[config.mk]
export PLATFORM = sky130hd
export DESIGN_NAME = state_dump
export DESIGN_NICKNAME = d
export VERILOG_FILES = /design/src/rtl/state_dump_pkg.sv /design/src/rtl/state_dump.sv
export SDC_FILE = /design/constraint.sdc
export NUM_CORES = 1
export LEC_CHECK = 0
export ABC_CLOCK_PERIOD_IN_PS = 1700
export CORE_UTILIZATION = 23
export CTS_CLUSTER_DIAMETER = 100
export DETAILED_ROUTE_END_ITERATION = 10
export GPL_ROUTABILITY_DRIVEN = 0
export GPL_TIMING_DRIVEN = 0
export PLACE_DENSITY = 0.55
export SETUP_SLACK_MARGIN = 0.4
export SYNTH_ARGS = -nofsm -noshare
export SYNTH_HDL_FRONTEND = slang
export SYNTH_SLANG_ARGS = --single-unit
[constraint.sdc]
create_clock -name clk -period 1.7 [get_ports clk]
set_input_delay 0.51 -clock clk [delete_from_list [all_inputs] [get_ports clk]]
set_output_delay 0.51 -clock clk [all_outputs]
set_load 0.03 [all_outputs]
[src/rtl/state_dump_pkg.sv]
// Shared types and constants for the state_dump debug readout engine.
package state_dump_pkg;

  localparam int RF_AW = 5;

  typedef enum logic [2:0] {
    IDLE,
    HALT,
    RD,
    WAIT,
    SEND,
    DONE
  } dump_state_t;

  typedef enum logic {
    PH_RF,
    PH_MEM
  } phase_t;

endpackage

[src/rtl/state_dump.sv]
// Debug readout engine: halts the core, then streams every register-file
// entry followed by the first MEM_WORDS data-memory words as tagged beats.
//
// state | meaning
// IDLE  | waiting for start
// HALT  | halt_req asserted, waiting for halt_ack
// RD    | read address driven; register data captured here
// WAIT  | memory phase only, synchronous memory data captured here
// SEND  | beat presented on out_valid until out_ready
// DONE  | one-cycle completion pulse
module state_dump
  import state_dump_pkg::*;
#(
  parameter int NUM_REGS  = 32,
  parameter int MEM_WORDS = 64,
  parameter int IDX_W     = 8
) (
  input  logic             clk,
  input  logic             n_rst,
  input  logic             start,
  output logic             halt_req,
  input  logic             halt_ack,
  output logic [RF_AW-1:0] rf_raddr,
  input  logic [31:0]      rf_rdata,
  output logic             mem_ren,
  output logic [IDX_W-1:0] mem_raddr,
  input  logic [31:0]      mem_rdata,
  output logic             out_valid,
  input  logic             out_ready,
  output logic             out_is_mem,
  output logic [IDX_W-1:0] out_idx,
  output logic [31:0]      out_data,
  output logic             busy,
  output logic             done
);

  localparam logic [IDX_W-1:0] RF_LAST  = IDX_W'(NUM_REGS - 1);
  localparam logic [IDX_W-1:0] MEM_LAST = IDX_W'(MEM_WORDS - 1);

  dump_state_t      state_q, state_d;
  phase_t           phase_q, phase_d;
  logic [IDX_W-1:0] idx_q, idx_d;
  logic             last_beat;

  assign last_beat = (phase_q == PH_RF) ? (idx_q == RF_LAST) : (idx_q == MEM_LAST);

  always_ff @(posedge clk or negedge n_rst) begin
    if (!n_rst) begin
      state_q <= IDLE;
      phase_q <= PH_RF;
      idx_q   <= '0;
    end else begin
      state_q <= state_d;
      phase_q <= phase_d;
      idx_q   <= idx_d;
    end
  end

  always_comb begin
    state_d = state_q;
    phase_d = phase_q;
    idx_d   = idx_q;
    case (state_q)
      IDLE: begin
        if (start) begin
          state_d = HALT;
          phase_d = PH_RF;
          idx_d   = '0;
        end
      end
      HALT: begin
        if (halt_ack) state_d = RD;
      end
      RD: begin
        state_d = (phase_q == PH_MEM) ? WAIT : SEND;
      end
      WAIT: begin
        state_d = SEND;
      end
      SEND: begin
        if (out_ready) begin
          if (!last_beat) begin
            idx_d   = idx_q + IDX_W'(1);
            state_d = RD;
          end else if (phase_q == PH_RF) begin
            phase_d = PH_MEM;
            idx_d   = '0;
            state_d = RD;
          end else begin
            state_d = DONE;
          end
        end
      end
      DONE: begin
        state_d = IDLE;
      end
      default: begin
        state_d = IDLE;
      end
    endcase
  end

  // Beat register is only loaded on the way into SEND, so it holds through any stall.
  always_ff @(posedge clk or negedge n_rst) begin
    if (!n_rst) begin
      out_is_mem <= 1'b0;
      out_idx    <= '0;
      out_data   <= '0;
    end else if (state_q == RD && phase_q == PH_RF) begin
      out_is_mem <= 1'b0;
      out_idx    <= idx_q;
      out_data   <= rf_rdata;
    end else if (state_q == WAIT) begin
      out_is_mem <= 1'b1;
      out_idx    <= idx_q;
      out_data   <= mem_rdata;
    end
  end

  assign halt_req  = (state_q != IDLE);
  assign busy      = (state_q != IDLE);
  assign done      = (state_q == DONE);
  assign out_valid = (state_q == SEND);
  assign mem_ren   = (state_q == RD) && (phase_q == PH_MEM);
  assign rf_raddr  = (phase_q == PH_RF)  ? idx_q[RF_AW-1:0] : '0;
  assign mem_raddr = (phase_q == PH_MEM) ? idx_q : '0;

endmodule

==> flow_summary.toml <==
[detailed_routing]
wirelength_um = 8720
drtAntennaViolNets = 0
avgRoutedWirePerCell_um = 15.4
drt_pass1_iterations = 4
vias = 2626
remaining_drc_errors = 0
drt_iter0_drc = 53
vias_per_cell = 4.62

[power_and_ir_drop]
ir_drop_mv = 0.644
power.density_nw_per_um2 = 1530
leakagePower_nw = 2.62

[cts]
htree_num_levels = 2
numCtsBuffers = 5
clk_pin_slew_ns = 0.10
max-clock-path-buffers = 2
clockRootBuffer = "clkbuf_8"
cts_tree = "done"
insertion_delay_ns = 0.30
clkSinkCount = 53

[status]
status = "finished with violations"
failed_checks = "negative setup slack"

[logic_synthesis]
syn-num-nets = 297
yosysTopAreaCellShare = 0.517
ys_warn_count = 0
synth_top_area_cell = "dfrtp_1"
ys_top_cells_by_area = "dfrtp_1 (52%), a22o_1 (11%), a21o_1 (9.4%), mux2_1 (3.5%), and2_1 (2.0%)"
syn_area_per_cell_um2 = 11.3
ys_types = 45
synth-edff-count = 0
synth_seq_cells = 53
synth.most_common_cell = "dfrtp_1"
yosysSeqAreaShare = 0.517
synth_ff_type = "dfrtp_1"
syn_inst = 226
async_reset_ff_frac = 1.00
synth_area_um2 = 2560
synthTopCellsByCount = "dfrtp_1 (53), a22o_1 (33), a21o_1 (32), clkbuf_1 (13)"

[min_path]
hold_class = "input port to asynchronous set/reset pin"

[timing]
rsz0062_at_grt = "yes"
slew_headroom = 0.636
max_freq_mhz = 501
setup_viol = 47
timing.final.ws_setup_ns = -0.295
hold_viol = 0
period_share = 1.17
tightestPinTransition_ns = 0.547
clock_skew_ns = 0.0101
min_period_ns = 2.00
slew_violations = 0

[flow_run]
maxCapViolCount = 0

[critical_path]
setup.worst_path.end_class = "output port"
crit_type = "flip-flop to output port"
path_max_fanout = 10
critPathRequiredTime_ns = 1.19
cp-start-kind = "flip-flop"
worstPathArrival_ns = 1.49

[layout]
nets = 498
instances_no_fill = 568
antenna_cells = 0
area_delta_synth_final_pct = 109
drive_gt1_frac = 0.498

[floorplan]
core_area_um2 = 10800
dieHeight_um = 108
fp-row-count = 38
ios = 128
die-area_um2 = 11600
die_w_um = 108
initial_core_util = 0.237

[grt]
grt_start_max_net_pins = 33
grt_pass1_wl_um = 12700
globalRouteTotalUtil = 0.140
antenna_found_initial = 0
grt_pass1_vias = 2525
gr-total-overflow = 0

[placement]
portBuffers = 127
dp.cells = 494
hpwl_um = 5370
pre_cts_ws_ns = -0.545
==> cell usage in the layout (no fill, tap or decap), drive strengths merged, types with 3 or more instances in the layout <==
cell type | netlist | layout
buf | 5 | 132
clkdlybuf4s50 | 0 | 65
dfrtp | 53 | 53
a22o | 33 | 33
a21o | 32 | 32
clkbuf | 13 | 18
and2 | 8 | 8
mux2 | 8 | 8
a21oi | 8 | 8
nand2 | 6 | 6
nor2b | 5 | 5
nor2 | 5 | 5
o21ai | 5 | 5
nor3 | 4 | 4
nand3 | 4 | 4
inv | 4 | 4
a31oi | 3 | 3
==> final timing paths <==
| path | cells past startpoint | start | slack, ns | to |
|---|---|---|---|---|
| min | 1 | n_rst | 0.17 | out_idx[3] |
| max | 4 | state_q[0] | -0.30 | halt_req |
| max reg2reg | 8 | phase_q | -0.12 | idx_q[7] |
| max in group asynchronous | 2 | n_rst | 0.95 | out_data[15] |
| min in group clk | 1 | out_data[17] | 0.51 | out_data[17] |
| min reg2reg | 1 | out_data[17] | 0.51 | out_data[17] |
==> flip-flops by register name, indices dropped and copies added (netlist names) <==
| name | cells |
|---|---|
| out_is_mem | 1 |
| phase_q | 1 |
| out_idx | 8 |
| idx_q | 8 |
| out_data | 32 |
| state_q | 3 |
==> final cells by class <==
cell class / instances / area, µm²
Buffer: 18 / 255
Sequential cell: 53 / 1330
Inverter: 4 / 17.5
Timing Repair Buffer: 194 / 2020
Clock buffer: 5 / 68.8
Clock inverter: 3 / 65.1
Tap cell: 140 / 175
Multi-Input combinational cell: 151 / 1440
Fill cell: 993 / 5470
==> per-layer routing <==
layer / vias to the layer above / GRT usage / part of all wire
met5: - / 0 / 0
met4: 0 / 0.0274 / 0.0085
met3: 8 / 0.0375 / 0.067
met2: 92 / 0.235 / 0.51
met1: 1275 / 0.180 / 0.41
li1: 1251 / - / -
==> critical path, cell delays in order (launching register included) <==
cell	delay (ns)
dfrtp_2	0.43
clkbuf_8	0.17
or3_4	0.34
buf_6	0.12
buf_6	0.12
==> timing repair <==
action                     CTS  global route
gates cloned                 5             2
setup endpoints to repair  112           112
hold buffers                 0             0
buffers inserted            36            23
resized for setup          467            39
pin swaps                   41            33
==> report_power, final <==
group / internal, mW / switching, mW
combinational: 2.77 / 2.35
clock: 0.585 / 0.431
sequential: 1.73 / 0.354
==> metrics by stage <==
step | hold slack [ns] | setup TNS (ns) | util | cell area [µm²] | total power [mW]
finish | 0.174 | -3.50 | 0.495 | 5370 | 8.22
global placement | 0.457 | -98.69 | 0.386 | 4180 | 5.70
floorplan | 0.214 | 0 | - | 2730 | 4.27
CTS | 0.181 | -2.58 | 0.464 | 5030 | 7.89
global route | 0.206 | -6.22 | 0.495 | 5370 | 8.67
detailed placement | 0.464 | -10.29 | 0.387 | 4190 | 5.74
==> logic make-up (layout without fill, tap and decap cells) <==
group | after synthesis | in the layout | synth area share
AND/OR/NAND/NOR | 46 | 46 | 0.112
buffers and inverters | 22 | 224 | 0.0366
multiplexers | 9 | 9 | 0.0390
AO/OA/AOI/OAI | 94 | 94 | 0.285
flip-flops | 53 | 53 | 0.517
adder cells (fa/ha/maj) | 2 | 2 | 0.00975
No activity file was read; power rests on OpenSTA's default activity.
